--- src/rtl/example_producer.sv ---
// example_producer: F2C traffic generator filling a ring of chunks with a counted word sequence and checksum.
module example_producer #(
  parameter int PTR_BITS = 3,
  parameter int OFF_BITS = 4
) (
  input  logic                sysClk,
  input  logic                sysRst_n,
  input  logic                csReset,
  input  logic [31:0]         countInit,
  input  logic [PTR_BITS-1:0] rdPtr,
  output logic [PTR_BITS-1:0] wrPtr,
  output logic                wrEnable,
  output logic [7:0]          wrByteMask,
  output logic [OFF_BITS-1:0] wrOffset,
  output logic [63:0]         wrData,
  output logic [63:0]         csData,
  output logic                csValid,
  output logic                busy
);
  typedef enum logic [1:0] {IDLE, FILL, COMMIT, DONE} state_t;
  state_t              state_q, state_d;
  logic [PTR_BITS-1:0] wr_ptr_q, wr_ptr_d, ptr_inc;
  logic [OFF_BITS-1:0] off_q, off_d, wr_offset_q, wr_offset_d;
  logic [31:0]         n_q, n_d, rem_q, rem_d;
  logic [63:0]         wr_data_q, wr_data_d, cs_q, cs_d, word;
  logic                wr_en_q, wr_en_d, cs_valid_q, cs_valid_d, busy_q, busy_d;
  logic [7:0]          mask_q, mask_d;
  logic                full, issue, last;
  assign ptr_inc = wr_ptr_q + 1'b1;
  assign full    = ptr_inc == rdPtr;
  // A full ring only blocks the start of a chunk; a started chunk always finishes.
  assign issue   = state_q == FILL && !(off_q == '0 && full);
  assign last    = off_q == '1;
  assign word    = {~n_q, n_q};
  always_ff @(posedge sysClk or negedge sysRst_n) begin
    if (!sysRst_n) begin
      state_q     <= IDLE;
      wr_ptr_q    <= '0;
      off_q       <= '0;
      wr_offset_q <= '0;
      n_q         <= '0;
      rem_q       <= '0;
      wr_data_q   <= '0;
      cs_q        <= '0;
      wr_en_q     <= 1'b0;
      mask_q      <= '0;
      cs_valid_q  <= 1'b0;
      busy_q      <= 1'b0;
    end else begin
      state_q     <= state_d;
      wr_ptr_q    <= wr_ptr_d;
      off_q       <= off_d;
      wr_offset_q <= wr_offset_d;
      n_q         <= n_d;
      rem_q       <= rem_d;
      wr_data_q   <= wr_data_d;
      cs_q        <= cs_d;
      wr_en_q     <= wr_en_d;
      mask_q      <= mask_d;
      cs_valid_q  <= cs_valid_d;
      busy_q      <= busy_d;
    end
  end
  always_comb begin
    state_d = state_q;
    if (csReset) state_d = countInit != '0 ? FILL : DONE;
    else if (issue && last) state_d = COMMIT;
    else if (state_q == COMMIT) state_d = rem_q == 32'd1 ? DONE : FILL;
  end
  // wrPtr is kept across csReset so the host's view of the ring stays valid.
  always_comb begin
    wr_en_d     = issue && !csReset;
    mask_d      = wr_en_d ? 8'hFF : 8'h00;
    wr_data_d   = wr_en_d ? word : wr_data_q;
    off_d       = csReset ? '0 : issue ? off_q + 1'b1 : off_q;
    wr_offset_d = csReset || state_q == COMMIT ? '0 : issue ? off_q : wr_offset_q;
    n_d         = csReset ? '0 : issue ? n_q + 32'd1 : n_q;
    cs_d        = csReset ? '0 : issue ? cs_q + word : cs_q;
    rem_d       = csReset ? countInit : state_q == COMMIT ? rem_q - 32'd1 : rem_q;
    wr_ptr_d    = !csReset && state_q == COMMIT ? ptr_inc : wr_ptr_q;
    cs_valid_d  = state_d == DONE;
    busy_d      = state_d == FILL || state_d == COMMIT;
  end
  assign wrPtr      = wr_ptr_q;
  assign wrEnable   = wr_en_q;
  assign wrByteMask = mask_q;
  assign wrOffset   = wr_offset_q;
  assign wrData     = wr_data_q;
  assign csData     = cs_q;
  assign csValid    = cs_valid_q;
  assign busy       = busy_q;
endmodule

--- config.mk ---
export PLATFORM = sky130hd
export DESIGN_NAME = example_producer
export DESIGN_NICKNAME = d
export VERILOG_FILES = /design/src/rtl/example_producer.sv
export SDC_FILE = /design/constraint.sdc
export NUM_CORES = 1
export LEC_CHECK = 0
export ABC_AREA = 1
export BUFFER_PORTS_ARGS = -buffer_cell sky130_fd_sc_hd__buf_4
export CORE_MARGIN = 2
export CORE_UTILIZATION = 49
export DETAILED_ROUTE_END_ITERATION = 8
export PLACE_DENSITY_LB_ADDON = 0.3
export SYNTH_ARGS = -nofsm -noshare
export SYNTH_HDL_FRONTEND = slang
export SYNTH_SLANG_ARGS = --single-unit
--- constraint.sdc ---
create_clock -name sysClk -period 1.8 [get_ports sysClk]
set_input_delay 0.18 -clock sysClk [delete_from_list [all_inputs] [get_ports sysClk]]
set_output_delay 0.18 -clock sysClk [all_outputs]
set_load 0.02 [all_outputs]
==> impl_results.md <==
- Routed Antenna Nets: 0
- Mapped Area: 0.0153 sq mm
- Critical path data arrival time: 2.80 ns
- # diodes: 0
- CTS tree: yes
- Htree depth: 1
- Post-synthesis compound-gate area fraction: 7.73%
- Failing checks: setup timing
- CTS Root Cell: clkbuf_16
- Max_slew headroom: 71.5%
- I/O pin count: 184
- CP Data Required Time: 2.27 ns
- Status: finished, violations left
- Worst slew pin tran: 0.424 ns
- Gr usage total: 38.2%
- Drt via density: 5.89
- Synth async-reset ratio: 100%
- Filler cells: 1648
- Adder-Cell Fraction of Synth Area: 5.84%
- Area after DPL: 0.0202 sq mm
- Max FO, Critical Path: 4
- Max VDD drop: 0.980 mV
- Overflow after GRT: 0
- Syn_nets: 2542
- Worst path top cell family by delay: simple AND/OR/NAND/NOR gates
- Pwr per Cell Area: 1030 mW/mm^2
- RePlAce Congestion: 1.00
- Cell repeated most along the worst path: nand2_2
- Die width: 181 um
- Chip height: 181 um
- Share of cells above drive strength 1: 47.3%
- Origin of the worst setup path: n_q[11]
- Setup TNS: -59.67 ns
- Post-synthesis mux area share: 0%
- Worst R2R Setup Slack: -0.53 ns
- RSZ-0062 raised after global routing: true
- Final Skew: 0.0137 ns
- Post-DP HPWL: 47100 um
- Detailed Routing Iterations Pass 1: 6
- Post-route cell area: 0.0263 sq mm
- Slew Viols, Final: 0
- Die ar.: 0.0327 sq mm
- Crit path cell chain: buf_6, ha_4, buf_6, nand2_4, nand2_2, nand2_2, nand2_2, inv_1, nand2_2, inv_1, nand2_2, nand2_2, nand2_4, nand2_4, nand2_1, nand2_1, nand3_2, nand2_1
- Wire per inst: 22.8 um
- Final hold slack: 0.0235 ns
- Area delta synth->final: 71.4%
- DRC viols: 0
- Reg-to-Reg Start: n_q[11]
- WS Path Type: reg -> reg
- YS warnings: 0
- Buf+Inv Stages, Crit Path: 4
- Instance count on the critical path: 18
- Largest net degree at the start of global routing: 74
- Crit path capture type: register
- Detailed Route WL: 79600 um
- Final Worst Setup Slack: -0.533 ns
- Via count: 20.6k
- Setup crit end: csData[46]
- Seq. cell area: 0.00525 sq mm
- Cell variety after synth: 44
- RR Endpoint: csData[46]
- Endpoints failing setup: 174
- Simple-gate area share of the yosys netlist: 37.9%
- Slowest CP cell: dfrtp_1
- Reg clk slew, reported paths: 0.07 ns
- Hold/Removal Path Class: in -> async
- Mapped Cells: 2433
- Clk buf depth: 3
- Total clock buffers created by CTS: 25
- Core box area: 0.0307 sq mm
- Post-synth top flop: dfrtp_1
- Initial antenna violation count: 0
- Seq/Total Area, Yosys: 33.9%
- Initial Util: 50.0%
- Tmin final: 2.33 ns
- Port Buffers: 183
- Setup WS pre-CTS: -0.536 ns
- MaxCap Viol Count: 0
- Pwr Total: 27.0 mW
- Number of synthesized flops with an enable pin: 0
- Vias in the first global route: 18.3k
- First-pass GRT wire length: 98500 um
- Largest stage delay, worst path: 0.42 ns
- Multi-input logic area: 0.0119 sq mm
- Synth Register Bits: 208
- Fin. Hold Viols: 0
- Cells on worst reg2reg path: 18
- Pleak: 14.0 nW
- Final worst-path cycle share: 130%
- Worst-skew pair later-pin latency: 0.58 ns
- # clock sinks: 208
- Avg Cell Area, Syn: 6.30 sq um
- Synth Area in XOR/XNOR: 2.39%
- Largest family of logic cells by synthesized area: simple AND/OR/NAND/NOR gates
- Fmax: 0.429 GHz
- DRT iter0 DRCs: 2321
- Nets: 3192
- Cell Rows: 64
- Crit path launch type: register
==> repair_timing <==
| item | 4_1_cts | 5_1_grt |
|---|---|---|
| endpoints found under the hold margin | 241 | 0 |
| cloned | 7 | 18 |
| pin swaps | 59 | 144 |
| hold buffers | 34 | 0 |
| buffers inserted | 33 | 67 |
| gates resized for setup | 376 | 703 |
| endpoints found under the setup margin | 174 | 185 |
==> stage by stage <==
stage	instances	utilization, %
2_1_floorplan	2433	-
3_3_place_gp	3302	66.0
3_5_place_dp	3302	66.0
4_1_cts	3419	75.4
5_1_grt	3496	85.7
6_report	3496	85.7
==> kinds of logic (layout without fill, tap and decap cells) <==
logic type | count (synthesis) | in the layout
and+or+nand+nor | 1441 | 1441
buffers and inverters | 465 | 1132
DFF | 208 | 208
AOI/OAI and AO/OA | 207 | 207
adders and majority gates | 71 | 71
xor gates and xnor gates | 41 | 41
==> cell usage after synthesis, types with 6 or more instances <==
master / count / area, sq um
xor2_1: 18 / 158
buf_6: 6 / 67.6
buf_2: 14 / 70.1
inv_1: 409 / 1540
nor3_1: 49 / 245
dfrtp_1: 208 / 5200
o21a_1: 33 / 248
xnor2_1: 22 / 193
nor4_1: 12 / 75.1
buf_4: 17 / 128
ha_1: 70 / 876
nand2_1: 1005 / 3770
clkbuf_1: 13 / 48.8
nand4_1: 35 / 219
nor2_1: 201 / 754
nand3_1: 122 / 611
a21oi_1: 54 / 270
o21ai_0: 89 / 445
o211ai_1: 7 / 52.6
==> per-layer routing <==
| metal | routed length (um) | track usage, % |
|---|---|---|
| met4 | 6910 | 17.8 |
| met1 | 28000 | 48.2 |
| met3 | 9090 | 6.75 |
| met2 | 35600 | 63.9 |
| met5 | 0 | 0 |
==> final cells by class <==
cell class / instances / area share (%)
clock buffer: 36 / 2.69
clock inverter: 8 / 0.590
inverter: 413 / 6.19
multi-input combinational: 1760 / 45.4
sequential: 208 / 20.0
tap: 396 / 1.88
timing repair buffer: 674 / 23.3
timing repair inverter: 1 / 0.0428
==> flip-flops by register name, summed over array words and instances, names as in the netlist <==
name / flops
off_q: 4
wrData: 64
wrByteMask: 1
busy: 1
wrPtr: 3
csValid: 1
rem_q: 32
n_q: 32
csData: 64
wrOffset: 4
state_q: 2
==> power breakdown <==
part	switching, mW	internal, mW
Combinational	9.08	6.16
Sequential	0.725	5.34
Clock	2.35	3.30
==> placed cells by master, fill, tap and decap left out, drive strengths merged <==
cell type    synthesis  layout
ha                  70      70
nand2             1007    1007
inv                412     411
bufinv               0       4
nor3b                4       4
fa                   1       1
xnor2               22      22
clkinv               1       5
dlygate4sd3          0      34
xor2                19      19
dfrtp              208     208
buf                 38     626
a31oi                2       2
nand3b               1       1
nor2               204     204
a21oi               54      54
clkbuf              14      50
or2                  2       2
o21a                33      33
o221ai               3       3
and2                 1       1
a22oi                4       4
o21bai               4       4
nand4               35      35
or3                  2       2
nand3              123     123
o21ai               93      93
a22o                 1       1
o31ai                3       3
o22ai                3       3
nor4                13      13
nor3                49      49
clkinvlp             0       2
o211ai               7       7
==> worst min path at each step <==
stage | startpoint | endpoint | depth (start not counted)
2_1_floorplan | sysRst_n | busy | 0
6_report | sysRst_n | csData[20] | 2
5_1_grt | csReset | rem_q[26] | 3
3_3_place_gp | sysRst_n | csData[19] | 1
4_1_cts | sysRst_n | csData[20] | 2
3_5_place_dp | sysRst_n | csData[19] | 1
No activity file was read; power rests on OpenSTA's default activity.
